===== src/rtl/branch_prediction_unit_if.sv =====
// rtl/branch_prediction_unit_if.sv - IF/ID signal bundle between the pipeline and the branch predictor
// master: pipeline side driving fetch/resolve info; slave: the predictor.
interface branch_prediction_unit_if;
  logic [31:0] IF_PC;
  logic [31:0] IF_Inst;
  logic        predict_taken;
  logic [31:0] predict_target;
  logic        stall;
  logic        ID_Branch_valid;
  logic [31:0] ID_PC;
  logic        ID_taken;
  logic [31:0] ID_target;
  logic        ID_predicted;
  logic        flush;
  logic [31:0] redirect_pc;
  logic [31:0] branch_count;
  logic [31:0] mispredict_count;

  modport master (
    output IF_PC, IF_Inst, stall, ID_Branch_valid, ID_PC, ID_taken, ID_target, ID_predicted,
    input  predict_taken, predict_target, flush, redirect_pc, branch_count, mispredict_count
  );

  modport slave (
    input  IF_PC, IF_Inst, stall, ID_Branch_valid, ID_PC, ID_taken, ID_target, ID_predicted,
    output predict_taken, predict_target, flush, redirect_pc, branch_count, mispredict_count
  );
endinterface


===== src/rtl/branch_prediction_unit.sv =====
// rtl/branch_prediction_unit.sv - 2-bit saturating counter branch predictor with ID-stage mispredict recovery
// Branch/mispredict statistics counters are built only when BP_STATS_EN is defined.
module branch_prediction_unit #(
  parameter int INDEX_BITS = 4
) (
  input  logic                     clk,
  input  logic                     rst,
  branch_prediction_unit_if.slave  bp
);

  localparam int         ENTRIES       = 1 << INDEX_BITS;
  localparam logic [4:0] OPCODE_BRANCH = 5'b11000;
  localparam logic [1:0] CTR_RESET     = 2'b01;
  localparam logic [1:0] CTR_MAX       = 2'b11;
  localparam logic [1:0] CTR_MIN       = 2'b00;

  logic [1:0]            r_table [ENTRIES];

  logic                  w_if_is_branch;
  logic [INDEX_BITS-1:0] w_if_index;
  logic [INDEX_BITS-1:0] w_id_index;
  logic [31:0]           w_b_imm;
  logic                  w_resolve;
  logic                  w_mispredict;
  logic [1:0]            w_cur_ctr;
  logic [1:0]            w_next_ctr;
  logic                  w_unused_inst_bits;

  // IF stage: decode, index and B-immediate
  assign w_if_is_branch = (bp.IF_Inst[6:2] == OPCODE_BRANCH);
  assign w_if_index     = bp.IF_PC[INDEX_BITS+1:2];
  assign w_b_imm        = {{19{bp.IF_Inst[31]}}, bp.IF_Inst[31], bp.IF_Inst[7],
                           bp.IF_Inst[30:25], bp.IF_Inst[11:8], 1'b0};
  assign w_unused_inst_bits = ^{bp.IF_Inst[24:12], bp.IF_Inst[1:0]};

  // Table is read before any same-cycle write lands, so IF sees the pre-update counter
  assign bp.predict_taken  = w_if_is_branch & r_table[w_if_index][1];
  assign bp.predict_target = bp.IF_PC + w_b_imm;

  // ID stage resolution
  assign w_id_index   = bp.ID_PC[INDEX_BITS+1:2];
  assign w_resolve    = bp.ID_Branch_valid & ~bp.stall;
  assign w_mispredict = w_resolve & (bp.ID_taken != bp.ID_predicted);
  assign bp.flush       = rst & w_mispredict;
  assign bp.redirect_pc = bp.ID_taken ? bp.ID_target : (bp.ID_PC + 32'd4);

  assign w_cur_ctr = r_table[w_id_index];

  always_comb begin
    w_next_ctr = w_cur_ctr;
    if (bp.ID_taken) begin
      if (w_cur_ctr != CTR_MAX) begin
        w_next_ctr = w_cur_ctr + 2'd1;
      end
    end else begin
      if (w_cur_ctr != CTR_MIN) begin
        w_next_ctr = w_cur_ctr - 2'd1;
      end
    end
  end

  always_ff @(posedge clk or negedge rst) begin
    if (!rst) begin
      for (int i = 0; i < ENTRIES; i++) begin
        r_table[i] <= CTR_RESET;
      end
    end else if (w_resolve) begin
      r_table[w_id_index] <= w_next_ctr;
    end
  end

`ifdef BP_STATS_EN
  logic [31:0] r_branch_count;
  logic [31:0] r_mispredict_count;

  always_ff @(posedge clk or negedge rst) begin
    if (!rst) begin
      r_branch_count     <= 32'd0;
      r_mispredict_count <= 32'd0;
    end else begin
      if (w_resolve && (r_branch_count != 32'hFFFF_FFFF)) begin
        r_branch_count <= r_branch_count + 32'd1;
      end
      if (w_mispredict && (r_mispredict_count != 32'hFFFF_FFFF)) begin
        r_mispredict_count <= r_mispredict_count + 32'd1;
      end
    end
  end

  assign bp.branch_count     = r_branch_count;
  assign bp.mispredict_count = r_mispredict_count;
`else
  assign bp.branch_count     = 32'd0;
  assign bp.mispredict_count = 32'd0;
`endif

endmodule


===== src/flat_wrapper.sv =====
// flat-port wrapper written by rule: the top's interface ports become plain ports
module branch_prediction_unit_flat 
#(
  parameter int INDEX_BITS = 4
)
  (clk, rst, bp_IF_PC, bp_IF_Inst, bp_stall, bp_ID_Branch_valid, bp_ID_PC, bp_ID_taken, bp_ID_target, bp_ID_predicted, bp_predict_taken, bp_predict_target, bp_flush, bp_redirect_pc, bp_branch_count, bp_mispredict_count);
  branch_prediction_unit_if bp_i ();
  input  logic clk;
  input  logic rst;
  input wire logic [$bits(bp_i.IF_PC)-1:0] bp_IF_PC;
  input wire logic [$bits(bp_i.IF_Inst)-1:0] bp_IF_Inst;
  input wire logic [$bits(bp_i.stall)-1:0] bp_stall;
  input wire logic [$bits(bp_i.ID_Branch_valid)-1:0] bp_ID_Branch_valid;
  input wire logic [$bits(bp_i.ID_PC)-1:0] bp_ID_PC;
  input wire logic [$bits(bp_i.ID_taken)-1:0] bp_ID_taken;
  input wire logic [$bits(bp_i.ID_target)-1:0] bp_ID_target;
  input wire logic [$bits(bp_i.ID_predicted)-1:0] bp_ID_predicted;
  output wire logic [$bits(bp_i.predict_taken)-1:0] bp_predict_taken;
  output wire logic [$bits(bp_i.predict_target)-1:0] bp_predict_target;
  output wire logic [$bits(bp_i.flush)-1:0] bp_flush;
  output wire logic [$bits(bp_i.redirect_pc)-1:0] bp_redirect_pc;
  output wire logic [$bits(bp_i.branch_count)-1:0] bp_branch_count;
  output wire logic [$bits(bp_i.mispredict_count)-1:0] bp_mispredict_count;
  assign bp_i.IF_PC = bp_IF_PC;
  assign bp_i.IF_Inst = bp_IF_Inst;
  assign bp_i.stall = bp_stall;
  assign bp_i.ID_Branch_valid = bp_ID_Branch_valid;
  assign bp_i.ID_PC = bp_ID_PC;
  assign bp_i.ID_taken = bp_ID_taken;
  assign bp_i.ID_target = bp_ID_target;
  assign bp_i.ID_predicted = bp_ID_predicted;
  assign bp_predict_taken = bp_i.predict_taken;
  assign bp_predict_target = bp_i.predict_target;
  assign bp_flush = bp_i.flush;
  assign bp_redirect_pc = bp_i.redirect_pc;
  assign bp_branch_count = bp_i.branch_count;
  assign bp_mispredict_count = bp_i.mispredict_count;
  branch_prediction_unit #(.INDEX_BITS(INDEX_BITS)) u_core (.clk(clk), .rst(rst), .bp(bp_i));
endmodule

===== config.mk =====
export PLATFORM = sky130hd
export DESIGN_NAME = branch_prediction_unit_flat
export DESIGN_NICKNAME = d
export VERILOG_FILES = /design/src/rtl/branch_prediction_unit_if.sv /design/src/rtl/branch_prediction_unit.sv /design/src/flat_wrapper.sv
export SDC_FILE = /design/constraint.sdc
export NUM_CORES = 1
export LEC_CHECK = 0
export BUFFER_PORTS_ARGS = -buffer_cell sky130_fd_sc_hd__buf_2
export CAP_MARGIN = 25
export CORE_AREA = 4 4 106 108
export DETAILED_ROUTE_END_ITERATION = 12
export DIE_AREA = 0 0 110 112
export HOLD_SLACK_MARGIN = 0.12
export PLACE_DENSITY_LB_ADDON = 0.3
export REMOVE_ABC_BUFFERS = 1
export SETUP_SLACK_MARGIN = 0.05
export SLEW_MARGIN = 25
export SYNTH_ARGS = -nofsm -noshare
export SYNTH_HDL_FRONTEND = slang
export SYNTH_SLANG_ARGS = --single-unit

===== constraint.sdc =====
create_clock -name clk -period 3.2 [get_ports clk]
set_input_delay 0.16 -clock clk [delete_from_list [all_inputs] [get_ports clk]]
set_output_delay 0.16 -clock clk [all_outputs]
set_load 0.01 [all_outputs]

==> metrics.txt, run 1 <==
Gate power share=0.496; Most flops, register=u_core.r_table; Slew @ Worst Pin=918 ps; Total GRT Usage=0.192; vias post-DR=4,483; overall power=1.85 mW; CP required=3040 ps; antenna violations before repair=0; Syn Area/Cell=a little over 8 um2; Sequential Power Share=0.296; die height=112 um; Final Instance Area=0.00557 mm2; Fill cells=966; row cnt=37; setup tns final=0 ps; die area=0.0123 mm2; CTS buffer count=5; Largest regs=u_core.r_table: 32 flops; Final setup viols=0; Synth Register Bits=32; Mapped Area=0.00465 mm2; async set-reset flop share out of synthesis=1.00; DR iter-0 viols=232; Critical Path Most Common Cell=buf_2; vias in the first global route=4,311; Die X=110 um; CTS tree=built; Pleak=around 2.7 nW; GRT Residual Overflow=0; Root Buffer=clkbuf_8; first-pass GRT wire length=19,700 um; top_reg_cell synth=dfstp_2; most frequent cells in the layout=buf_2, nand2_1, conb_1; Util after Layout=0.544; sw frac=0.373; WS Path Type=in2out; I/O pin count=264; ANT nets after route=0; max reg flops=32; clk sinks=32; wire length per cell=14.5 um; status=finished clean; Startpoint Class=primary input; Final HPWL DP=10,600 um; max-slew violation count=0; Post-DP Area=~0.0054 mm2; Nets=904; initial core utilization=0.454; internal power=1.16 mW; Worst Skew=4.15 ps; Post-synth EDFFs=0; WP buf/inv=2; Hold/Removal Path Class=in2out; Max clock buf depth=2; Tcrit/Tclk final=0.909; RSZ-0062 raised after global routing=no; fin crit period=~2900 ps; register area share after synthesis=0.177; WHS=320 ps; # DRC=0; Synth Instances=559; largest net degree at the start of global routing=65; worst slack, placed=159 ps; Synth area leaders=buf_4, ha_1, dfstp_2, mux2_2, dfrtp_1; gpl congestion=around 0.9; diode count=0; worst vdd ir=0.000366 V; Synth area leader=buf_4; drt pass-1 iters=5; most common cell after layout, fill and taps aside=buf_2; CP Max Fanout=3; Power Density=333 mW/mm2; crit end category=output port; CP top delay family=compound AO/OA/AOI/OAI gates; Final Hold Fails=0; layout cell share with drive strength beyond 1=0.365; mean number of vias per cell=5.14; crit-path cells=buf_2 > ha_1 > fa_1 > a21oi_1 > nor2_1 > o31ai_2 > nand2_1 > a31oi_1 > mux2_2 > a211oi_1 > buf_2; Max Cap Violations=0; Cells after DPL=863; Slowest-stage cell, CP=fa_1; final WL=12,600 um; fmax=344 MHz; Max transition margin=0.388; CP max stage delay=410 ps; clock network fraction of design power=0.208; area share of the largest cell type after synthesis=0.105; Post-Layout Cell Count=872; final worst slack=just under 300 ps; Port Buf Inserts=182; Clock Latency Late Sink=290 ps; NetSw=0.690 mW; count of cell types in the netlist=53; Warnings, synthesis=0; Layout area overhead=19.7%; core area=0.0102 mm2; CTS H-Tree Depth=2; Worst EP arrival=2750 ps
logic make-up (layout without fill, tap and decap cells):
kind of cell	count (synthesis)	count (layout)	synth area share
AOI/OAI and AO/OA	121	121	0.157
xor gates and xnor gates	52	52	0.0980
adders and majority gates	37	37	0.101
buffers and inverters	95	209	0.132
DFF	32	32	0.177
muxes	53	53	0.164
other	1	64	0.000807
and+or+nand+nor	168	168	0.170
synth_stat cells, types with 4 or more instances:
cell	instances
buf_4	65
nand2_1	65
o21ai_0	47
mux2_2	37
ha_1	34
nor2_1	33
a21oi_1	31
xor2_1	29
xnor2_1	23
nand3_1	22
dfrtp_1	16
dfstp_2	16
mux4_2	15
inv_1	13
clkbuf_1	12
and3_1	7
and2_1	6
nor3_1	6
a211oi_1	5
a21o_1	5
nand2b_1	5
and4_1	4
buf_2	4
nand4_1	4
o21a_1	4
o31ai_1	4
or3_1	4
worst reg2reg max path, delay by kind of cell, from the launching register on:
family,cells,cell delay (ps)
adder cells (fa/ha/maj),1,450
flip-flops,1,400
multiplexers,3,1320
power by group through the flow:
stage               sequential (mW)  clock, mW  combinational (mW)
floorplan                     0.539          0               0.582
global placement              0.550          0               0.893
detailed placement            0.556          0               0.914
CTS                           0.549      0.391               0.918
global route                  0.560      0.408                1.02
finish                        0.548      0.386               0.919
final cells by class:
| type | count | area [um2] | share of cell area |
|---|---|---|---|
| clock buffer | 5 | 68.8 | 0.0124 |
| clock inverter | 3 | 42.5 | 0.00764 |
| inverter | 13 | 48.8 | 0.00877 |
| multi-input combinational | 495 | 3460 | 0.621 |
| sequential | 32 | 821 | 0.147 |
| tap | 136 | 170 | 0.0306 |
| timing repair buffer | 188 | 958 | 0.172 |
what timing repair did:
item | in CTS | in global routing
hold endpoints to repair | 16 | 0
setup endpoints to repair | 0 | 2
buffers inserted | 0 | 0
resized for setup | 0 | 1
hold buffers | 1 | 0
final timing paths:
kind | slack, ps | start | depth (start not counted) | end
worst max-delay path | 290 | bp_IF_Inst[8] | 11 | bp_predict_target[27]
worst min-delay path | 320 | bp_IF_PC[0] | 0 | bp_predict_target[0]
worst max register to register | 930 | u_core.r_table[1] | 4 | u_core.r_table[1]
worst min register to register | 540 | u_core.r_table[11] | 1 | u_core.r_table[11]
max in group asynchronous | 2320 | rst | 2 | u_core.r_table[27]
min in group asynchronous | 450 | rst | 2 | u_core.r_table[19]
layer usage:
| layer | wire, um | vias to the layer above | track usage | share of wire |
|---|---|---|---|---|
| li1 | - | 2238 | - | - |
| met1 | 5000 | 2070 | 0.237 | 0.40 |
| met2 | 6660 | 156 | 0.349 | 0.53 |
| met3 | 752 | 19 | 0.0249 | 0.060 |
| met4 | 193 | 0 | 0.0474 | 0.015 |
| met5 | 0 | - | 0 | 0 |
No activity file was read; power rests on OpenSTA's default activity.
==> inputs of run 2 (changes only) <==
--- a/constraint.sdc
+++ b/constraint.sdc
@@ -3,2 +3,2 @@
 set_output_delay 0.16 -clock clk [all_outputs]
-set_load 0.01 [all_outputs]
+set_load 0.05 [all_outputs]
==> metrics.txt, run 2 (synthesis gave the netlist of run 1 again) <==
Reg2Reg Depth=4 (unchanged); I/O pin count=264 (unchanged); gpl congestion=0.892 (-0.58%); Root Buffer=clkbuf_8; CTS tree=built; diode count=0 (unchanged); Max Cap Violations=0 (unchanged); Final HPWL DP=10,700 um (+0.89%); postcts setup bufs=0 (unchanged); most frequent cells in the layout=buf_2, nand2_1, conb_1; Fill cells=958 (-0.83%); Die X=110 um (unchanged); fin crit period=3030 ps (+123 ps); Hold/Removal Path Class=in2out; vias in the first global route=4,377 (+1.5%); Final Instance Area=0.00562 mm2 (+1.1%); Final setup viols=0 (unchanged); clk sinks=32 (unchanged); initial core utilization=0.454 (unchanged); DR iter-0 viols=208 (-10%); ANT nets after route=0 (unchanged); GRT Residual Overflow=0 (unchanged); die area=0.0123 mm2 (unchanged); worst vdd ir=0.000390 V (+6.5%); mean number of vias per cell=5.10 (-0.83%); final worst slack=169 ps (-123 ps); Worst EP arrival=2870 ps (+120 ps); Post-Layout Cell Count=874 (+0.23%); R2R Setup Slk=940 ps (about the same); first-pass GRT wire length=19,700 um (+0.32%); Max clock buf depth=2 (unchanged); Post-DP Area=0.00547 mm2 (+0.55%); RSZ-0062 raised after global routing=no; Worst Skew=3.85 ps (-0.299 ps); vias post-DR=4,456 (-0.60%); Port Buf Inserts=182 (unchanged); antenna violations before repair=0 (unchanged); Tcrit/Tclk final=0.947 (+0.0385); WS Path Type=in2out; Most flops, register=u_core.r_table; Slew @ Worst Pin=899 ps (-19.0 ps); Final Hold Fails=0 (unchanged); Power Density=421 mW/mm2 (+26%); worst slack, placed=34.5 ps (-124 ps); # DRC=0 (unchanged); Pleak=2.73 nW (+0.81%); Total GRT Usage=0.192 (-0.000329); Sequential Area=821 um2 (unchanged); Layout area overhead=21.0%; CP Max Fanout=3 (unchanged); max-slew violation count=0 (unchanged); Slowest-stage cell, CP=fa_1; crit-path cells=buf_2 > ha_1 > fa_1 > a21oi_1 > nor2_1 > o31ai_2 > nand2_1 > a31oi_1 > mux2_2 > a211oi_1 > buf_4; CTS H-Tree Depth=2 (unchanged); most common cell after layout, fill and taps aside=buf_2; Multi-input gate area=0.00348 mm2 (+0.76%); WHS=320 ps (+0.0870 ps); Nets=906 (+0.22%); layout cell share with drive strength beyond 1=0.373 (+0.00714); Clock Latency Late Sink=280 ps (about the same); Util after Layout=0.550 (+0.00575); Reg-to-Reg End=u_core.r_table[23]; Cells after DPL=865 (+0.23%); setup tns final=0 ps (unchanged); Max transition margin=0.401 (+0.0127); crit end category=output port; drt pass-1 iters=5 (unchanged); row cnt=37 (unchanged); Startpoint Class=primary input; CP max stage delay=420 ps (about the same); wire length per cell=14.5 um (+0.50%); max reg flops=32 (unchanged); end point of the critical path=bp_predict_target[27]; CP required=3040 ps (about the same); final WL=12,700 um (+0.73%); fmax=330 MHz (-4.1%); Largest regs=u_core.r_table: 32 flops; core area=0.0102 mm2 (unchanged); status=finished clean; CP startpoint=bp_IF_Inst[8]; reg-to-reg startpoint=u_core.r_table[1]; largest net degree at the start of global routing=65 (unchanged); CTS buffer count=5 (unchanged); die height=112 um (unchanged); overall power=2.37 mW (+28%)
-- run 2: where the power goes --
group,internal [mW],switching (mW)
registers,0.509,0.0400
logic,0.438,0.993
clock network,0.230,0.155
total,1.18,1.19
-- run 2: worst min path at each step --
stage	from	to	slack, ps	depth (start not counted)
after floorplan	rst	u_core.r_table[11]	-140	0
after global placement	rst	u_core.r_table[23]	230	1
after detailed placement	rst	u_core.r_table[23]	250	1
after CTS	bp_IF_PC[0]	bp_predict_target[0]	320	0
after global routing	bp_IF_PC[0]	bp_predict_target[0]	320	0
final	bp_IF_PC[0]	bp_predict_target[0]	320	0
-- run 2: routing by layer --
layer / vias up / GRT usage / wire, um / part of all wire
met4: 0 / 0.0391 / 147 / 0.012
li1: 2240 / - / - / -
met2: 151 / 0.364 / 6820 / 0.54
met1: 2049 / 0.225 / 4980 / 0.39
met5: - / 0 / 0 / 0
met3: 16 / 0.0261 / 745 / 0.059
-- run 2: final cells by class --
class,count,area share
tap,136,0.0303
timing repair buffer,190,0.176
multi-input combinational,495,0.619
sequential,32,0.146
clock buffer,5,0.0122
inverter,13,0.00868
clock inverter,3,0.00756
-- run 2: critical path: cells and delay by family --
kind                     cells  cell delay (ps)
buffers and inverters        2              360
AO/OA/AOI/OAI                4             1050
AND/OR/NAND/NOR              2              260
multiplexers                 1              380
adder cells (fa/ha/maj)      2              650
-- run 2: timing repair --
| action | 4_1_cts | 5_1_grt |
|---|---|---|
| pin swaps | 0 | 0 |
| hold endpoints to repair | 16 | 0 |
| setup endpoints to repair | 2 | 6 |
| gates resized for setup | 2 | 4 |
| hold buffers | 1 | 0 |
